==> src/rtl/fir_interp.sv <==
// Polyphase FIR interpolator. Each input sample popped from the upstream
// FIFO yields INTERP output samples, one per phase. A phase takes K
// multiply-accumulate cycles followed by one write cycle.
module fir_interp #(
    parameter int NUM_TAPS  = 32,
    parameter int INTERP    = 8,
    parameter int DATA_SIZE = 32,
    parameter int BITS      = 10,
    parameter logic signed [0:NUM_TAPS-1][DATA_SIZE-1:0] COEFFICIENTS = '0
) (
    input  logic                        clock,
    input  logic                        reset,
    input  logic                        x_in_empty,
    output logic                        x_in_rd_en,
    input  logic signed [DATA_SIZE-1:0] x_in_dout,
    input  logic                        y_out_full,
    output logic                        y_out_wr_en,
    output logic signed [DATA_SIZE-1:0] y_out_din
);

    localparam int K   = NUM_TAPS / INTERP;
    localparam int K_W = (K > 1) ? $clog2(K) : 1;
    localparam int P_W = (INTERP > 1) ? $clog2(INTERP) : 1;
    localparam int T_W = (NUM_TAPS > 1) ? $clog2(NUM_TAPS) : 1;

    localparam logic [1:0] S_READ  = 2'd0;
    localparam logic [1:0] S_MAC   = 2'd1;
    localparam logic [1:0] S_WRITE = 2'd2;

    localparam logic [P_W-1:0] P_LAST = P_W'(INTERP - 1);
    localparam logic [K_W-1:0] K_LAST = K_W'(K - 1);

    logic [1:0]                          state_q, state_d;
    logic [P_W-1:0]                      p_q, p_d;
    logic [K_W-1:0]                      k_q, k_d;
    logic signed [DATA_SIZE-1:0]         acc_q, acc_d;
    logic [K-1:0][DATA_SIZE-1:0]         hist_q, hist_d;
    logic [T_W-1:0]                      tap_idx;

    // Full-precision product, arithmetic shift to dequantize, then keep the
    // low DATA_SIZE bits (the running sum wraps rather than saturates).
    function automatic logic signed [DATA_SIZE-1:0] mac_term(
        input logic signed [DATA_SIZE-1:0] h,
        input logic signed [DATA_SIZE-1:0] x
    );
        logic signed [2*DATA_SIZE-1:0] prod;
        prod = (2*DATA_SIZE)'(h) * (2*DATA_SIZE)'(x);
        prod = prod >>> BITS;
        return prod[DATA_SIZE-1:0];
    endfunction

    // Phase p, history slot k uses tap h[p + k*INTERP].
    assign tap_idx   = T_W'(k_q) * T_W'(INTERP) + T_W'(p_q);

    // The accumulator is stable throughout S_WRITE, so it drives the output.
    assign y_out_din = acc_q;

    // Next-state, datapath update and FIFO handshakes.
    always_comb begin
        state_d     = state_q;
        p_d         = p_q;
        k_d         = k_q;
        acc_d       = acc_q;
        hist_d      = hist_q;
        x_in_rd_en  = 1'b0;
        y_out_wr_en = 1'b0;
        case (state_q)
            S_READ: begin
                if (!x_in_empty) begin
                    // Gated by reset so no pop is signalled while held in reset.
                    x_in_rd_en = reset;
                    hist_d[0]  = x_in_dout;
                    for (int i = 1; i < K; i++) begin
                        hist_d[i] = hist_q[i-1];
                    end
                    p_d     = '0;
                    k_d     = '0;
                    acc_d   = '0;
                    state_d = S_MAC;
                end
            end
            S_MAC: begin
                acc_d = acc_q + mac_term($signed(COEFFICIENTS[tap_idx]),
                                         $signed(hist_q[k_q]));
                if (k_q == K_LAST) begin
                    k_d     = '0;
                    state_d = S_WRITE;
                end else begin
                    k_d = k_q + K_W'(1);
                end
            end
            S_WRITE: begin
                if (!y_out_full) begin
                    y_out_wr_en = 1'b1;
                    if (p_q != P_LAST) begin
                        p_d     = p_q + P_W'(1);
                        acc_d   = '0;
                        state_d = S_MAC;
                    end else begin
                        state_d = S_READ;
                    end
                end
            end
            default: state_d = S_READ;
        endcase
    end

    // State registers; reset abandons any partial output and clears history.
    always_ff @(posedge clock or negedge reset) begin
        if (!reset) begin
            state_q <= S_READ;
            p_q     <= '0;
            k_q     <= '0;
            acc_q   <= '0;
            hist_q  <= '0;
        end else begin
            state_q <= state_d;
            p_q     <= p_d;
            k_q     <= k_d;
            acc_q   <= acc_d;
            hist_q  <= hist_d;
        end
    end

endmodule
==> config.mk <==
export PLATFORM = sky130hd
export DESIGN_NAME = fir_interp
export DESIGN_NICKNAME = d
export VERILOG_FILES = /design/src/rtl/fir_interp.sv
export SDC_FILE = /design/constraint.sdc
export NUM_CORES = 1
export LEC_CHECK = 0
export ABC_AREA = 1
export BUFFER_PORTS_ARGS = -buffer_cell sky130_fd_sc_hd__buf_4
export CORE_ASPECT_RATIO = 0.8
export CORE_MARGIN = 2
export CORE_UTILIZATION = 30
export CTS_CLUSTER_DIAMETER = 60
export DETAILED_ROUTE_END_ITERATION = 8
export PLACE_DENSITY = 0.8
export SYNTH_ARGS = -nofsm -noshare
export SYNTH_HDL_FRONTEND = slang
export SYNTH_SLANG_ARGS = --single-unit
==> constraint.sdc <==
create_clock -name clock -period 1.41 [get_ports clock]
set_input_delay 0.141 -clock clock [delete_from_list [all_inputs] [get_ports clock]]
set_output_delay 0.141 -clock clock [all_outputs]
set_load 0.1 [all_outputs]
==> summary.txt <==
Worst hold path
  • Hold WC Path Type: in -> reg
  • Hold Path Cell Cnt: 4
  • Hold Startpoint: x_in_empty
  • Hold Crit Endpoint: state_q[1]

Critical path
  • Slowest cell on crit path: sky130_fd_sc_hd__dfrtp_1
  • Max Fanout on Critical Path: 5
  • Arrival time worst endpoint: 1.18 ns
  • Classification of the worst setup path: reg -> out
  • Worst-case reg-to-reg path depth: 6
  • Capture point of the worst reg-to-reg path: p_q[1]
  • Worst path buffer plus inverter count: 1
  • Highest cell delay on the worst timing path: 0.43 ns
  • Series of cell instances along the critical path: nor2_1, and3_2, buf_12
  • CP Capture Type: output port
  • R2r startpoint: p_q[0]
  • CP Data Required Time: 1.27 ns
  • Register-to-register setup slack: 0.11 ns
  • Delay-heaviest family, CP: flip-flops
  • CP Launch Type: register

Clock network
  • Number of levels the H-tree was split into: 1
  • Buffer depth of the longest clock path: 2
  • Clock network latency to the later pin of the worst-skew pair: 0.24 ns
  • Clock input transition at the sequential cells of the worst setup and hold paths: 0.05 ns
  • Number of sinks on the clock net: 7
  • Clock Root Buffer: sky130_fd_sc_hd__clkbuf_4
  • CTS Buf Count: 3
  • TritonCTS clock tree: yes

Yosys
  • Number of flops mapped to enable cells by yosys: 0
  • Share of synthesized cell area in full adder, half adder and majority cells: 6.00%
  • Flip-flop and latch count after synthesis: 7
  • Post-synthesis sequential area ratio: 28.0%
  • Simple logic cell fraction of the synthesized area: 20.4%
  • Post-synthesis mux area share: 0%
  • Cell count after synthesis: 80
  • Leading cell types by count after synthesis: 32 x sky130_fd_sc_hd__buf_4, 15 x sky130_fd_sc_hd__nand2_1, 7 x sky130_fd_sc_hd__dfrtp_1
  • Post-synthesis share of cell area spent on xor and xnor gates: 0%
  • Fraction of post-synthesis cell area in the top cell type by area: 38.4%
  • Combinational family with the most area after synthesis: buffers and inverters
  • Synth Area in Compound Gates: 3.00%
  • Dominant cell by count in the synthesized netlist: sky130_fd_sc_hd__buf_4
  • Number of distinct library cells after synthesis: 15
  • Async S/R FF share, synth: 100%
  • Commonest register cell after synthesis: sky130_fd_sc_hd__dfrtp_1
  • Mean instance size in the synthesized netlist: 7.82 um2
  • Post-synthesis instance area: 626 um2
  • Synth area leader: sky130_fd_sc_hd__buf_4
  • Most area-consuming cells after synthesis: sky130_fd_sc_hd__buf_4 38%, sky130_fd_sc_hd__dfrtp_1 28%, sky130_fd_sc_hd__nand2_1 9.0%, sky130_fd_sc_hd__ha_1 6.0%, sky130_fd_sc_hd__nand4_1 4.0%
  • Warnings from Yosys: 0

Global route
  • Gr usage total: 7.78%
  • Number of antenna violations at the first check in global routing: 0
  • Residual overflow from global routing: 0
  • Maximum number of pins on one net before global-route repair: 8
  • First-pass GRT wire length: 1320 um
  • Number of global-route vias before repair: 363

Placement
  • Total instance count after detailed placement: 110
  • HPWL reported at the end of detailed placement: 757 um
  • Final weighted congestion in routability-driven placement: 0.792
  • Number of port buffers: 5
  • Placed inst area: 593 um2

STA
  • Hold violation total from the final report: 0
  • Fin crit period: 1.33 ns
  • Finish-stage setup viols: 0
  • Max Clk Rate: 755 MHz
  • Share of the clock period used by the worst path after layout: 94.0%
  • Final worst clock skew: 0.000275 ns
  • Max-slew violation count: 0
  • Worst slack on hold paths: 0.299 ns

Route
  • Average routed wire per standard cell: 7.82 um
  • Starting DRT DRC Count: 7
  • Via count normalized by instance count: 3.79
  • Antenna Nets Post-Route: 0
  • Total via count after detailed routing: 436
  • Number of detailed-routing iterations run before antenna repair: 4
  • Remaining routing DRC violations: 0
  • Routed wire length: 899 um

Floorplan
  • Initial cell density of the core: 32.5%
  • Overall die area: 2470 um2
  • CORE AREA: 1930 um2
  • Number of ports placed on the die boundary: 70
  • Width of the chip: 55.1 um
  • Chip height: 44.8 um
  • Std-Cell Rows: 14

Finish
  • Post-layout instance area: 661 um2
  • Share of cells above drive strength 1: 18.7%
  • Layout Area Growth over Synthesis: 5.60%
  • Utilization after layout: 34.3%
  • Count of antenna diodes in the layout: 0
  • Fin cells: 115
  • Number of nets in the layout: 131

Power
  • Fraction of power consumed by combinational cells: 60.8%
  • Power per cell area: 1930 nW/um2
  • Switching share of power: 58.1%
  • Net switching power of the design: 742 uW
  • Static Leak: 0.387 nW
  • Share of power burned in registers: 25.2%
  • Internal power: 535 uW
  • Power share of the clock group: 14.0%
  • Maximum resistive drop on vdd: 0.822 mV

Run
  • Number of maximum-capacitance violations: 0

Status
  • Status: finished clean
## worst min-delay path: cells and delay by family
family / cells / cell delay [ns]
AND/OR/NAND/NOR: 3 / 0.28
buffers and inverters: 1 / 0.08
## worst max path at each step
stage | start | to | slack, ns | cells after the start
after floorplan | p_q[0] | p_q[0] | 0.05 | 6
after global placement | p_q[0] | p_q[2] | 0.08 | 6
after detailed placement | p_q[0] | p_q[1] | 0.06 | 6
after CTS | state_q[0] | x_in_rd_en | 0.01 | 3
after global routing | state_q[1] | x_in_rd_en | -0.0008 | 3
final | state_q[1] | x_in_rd_en | 0.08 | 3
## power by group through the flow
stage / clock network [mW] / logic (mW) / registers, mW
after floorplan: 0 / 0.714 / 0.310
after global placement: 0 / 0.731 / 0.313
after detailed placement: 0 / 0.750 / 0.319
after CTS: 0.188 / 0.755 / 0.315
after global routing: 0.196 / 0.834 / 0.329
final: 0.178 / 0.777 / 0.322
## cell usage in the layout, fill, tap and decap left out
master	instances
sky130_fd_sc_hd__buf_12	2
sky130_fd_sc_hd__nand2_1	14
sky130_fd_sc_hd__dlygate4sd3_1	1
sky130_fd_sc_hd__nand3_1	1
sky130_fd_sc_hd__a21oi_2	1
sky130_fd_sc_hd__nand2_2	1
sky130_fd_sc_hd__or2_2	1
sky130_fd_sc_hd__and3_2	1
sky130_fd_sc_hd__clkbuf_1	1
sky130_fd_sc_hd__nand4_1	4
sky130_fd_sc_hd__o21ai_0	1
sky130_fd_sc_hd__nor2_4	1
sky130_fd_sc_hd__ha_1	3
sky130_fd_sc_hd__buf_4	5
sky130_fd_sc_hd__nand3_2	1
sky130_fd_sc_hd__dfrtp_1	7
sky130_fd_sc_hd__o21ai_2	1
sky130_fd_sc_hd__conb_1	32
sky130_fd_sc_hd__nor2_1	4
sky130_fd_sc_hd__inv_1	6
sky130_fd_sc_hd__clkbuf_4	3
## sequential cells by signal (all words and copies together) (netlist names)
name     flops
k_q          2
p_q          3
state_q      2
## final cells by class
| type | count | area (um2) |
|---|---|---|
| repair buffers | 8 | 87.6 |
| well taps | 24 | 30.0 |
| fillers | 193 | 1270 |
| clock buffers | 4 | 26.3 |
| inverters | 6 | 22.5 |
| flip-flops and latches | 7 | 175 |
| multi-input cells | 66 | 319 |
## timing repair
| item | in CTS | in global routing |
|---|---|---|
| gates resized for setup | 1 | 7 |
| buffers inserted | 0 | 0 |
| setup endpoints to repair | 1 | 5 |
| hold buffers | 1 | 0 |
| endpoints found under the hold margin | 7 | 0 |
## layer usage
layer / vias to the layer above / part of all wire, % / track usage (%) / routed length [um]
li1: 210 / - / - / -
met5: - / 0 / 0 / 0
met2: 24 / 49 / 12.9 / 440
met1: 202 / 41 / 8.47 / 368
met3: 0 / 9.9 / 2.98 / 89
met4: 0 / 0 / 4.39 / 0
## logic make-up (layout without fill, tap and decap cells)
| family | Yosys count | after routing |
|---|---|---|
| adder cells (fa/ha/maj) | 3 | 3 |
| AO/OA/AOI/OAI | 3 | 3 |
| AND/OR/NAND/NOR | 28 | 28 |
| flip-flops | 7 | 7 |
| buffers and inverters | 38 | 18 |
| other | 1 | 32 |
## metrics by stage
step	power [mW]	setup TNS [ns]	setup WS (ns)
global placement	1.04	0	0.0842
global route	1.36	-0.000770	-0.000770
CTS	1.26	0	0.0110
floorplan	1.02	0	0.0522
finish	1.28	0	0.0849
detailed placement	1.07	0	0.0610
No activity file was read; power rests on OpenSTA's default activity.
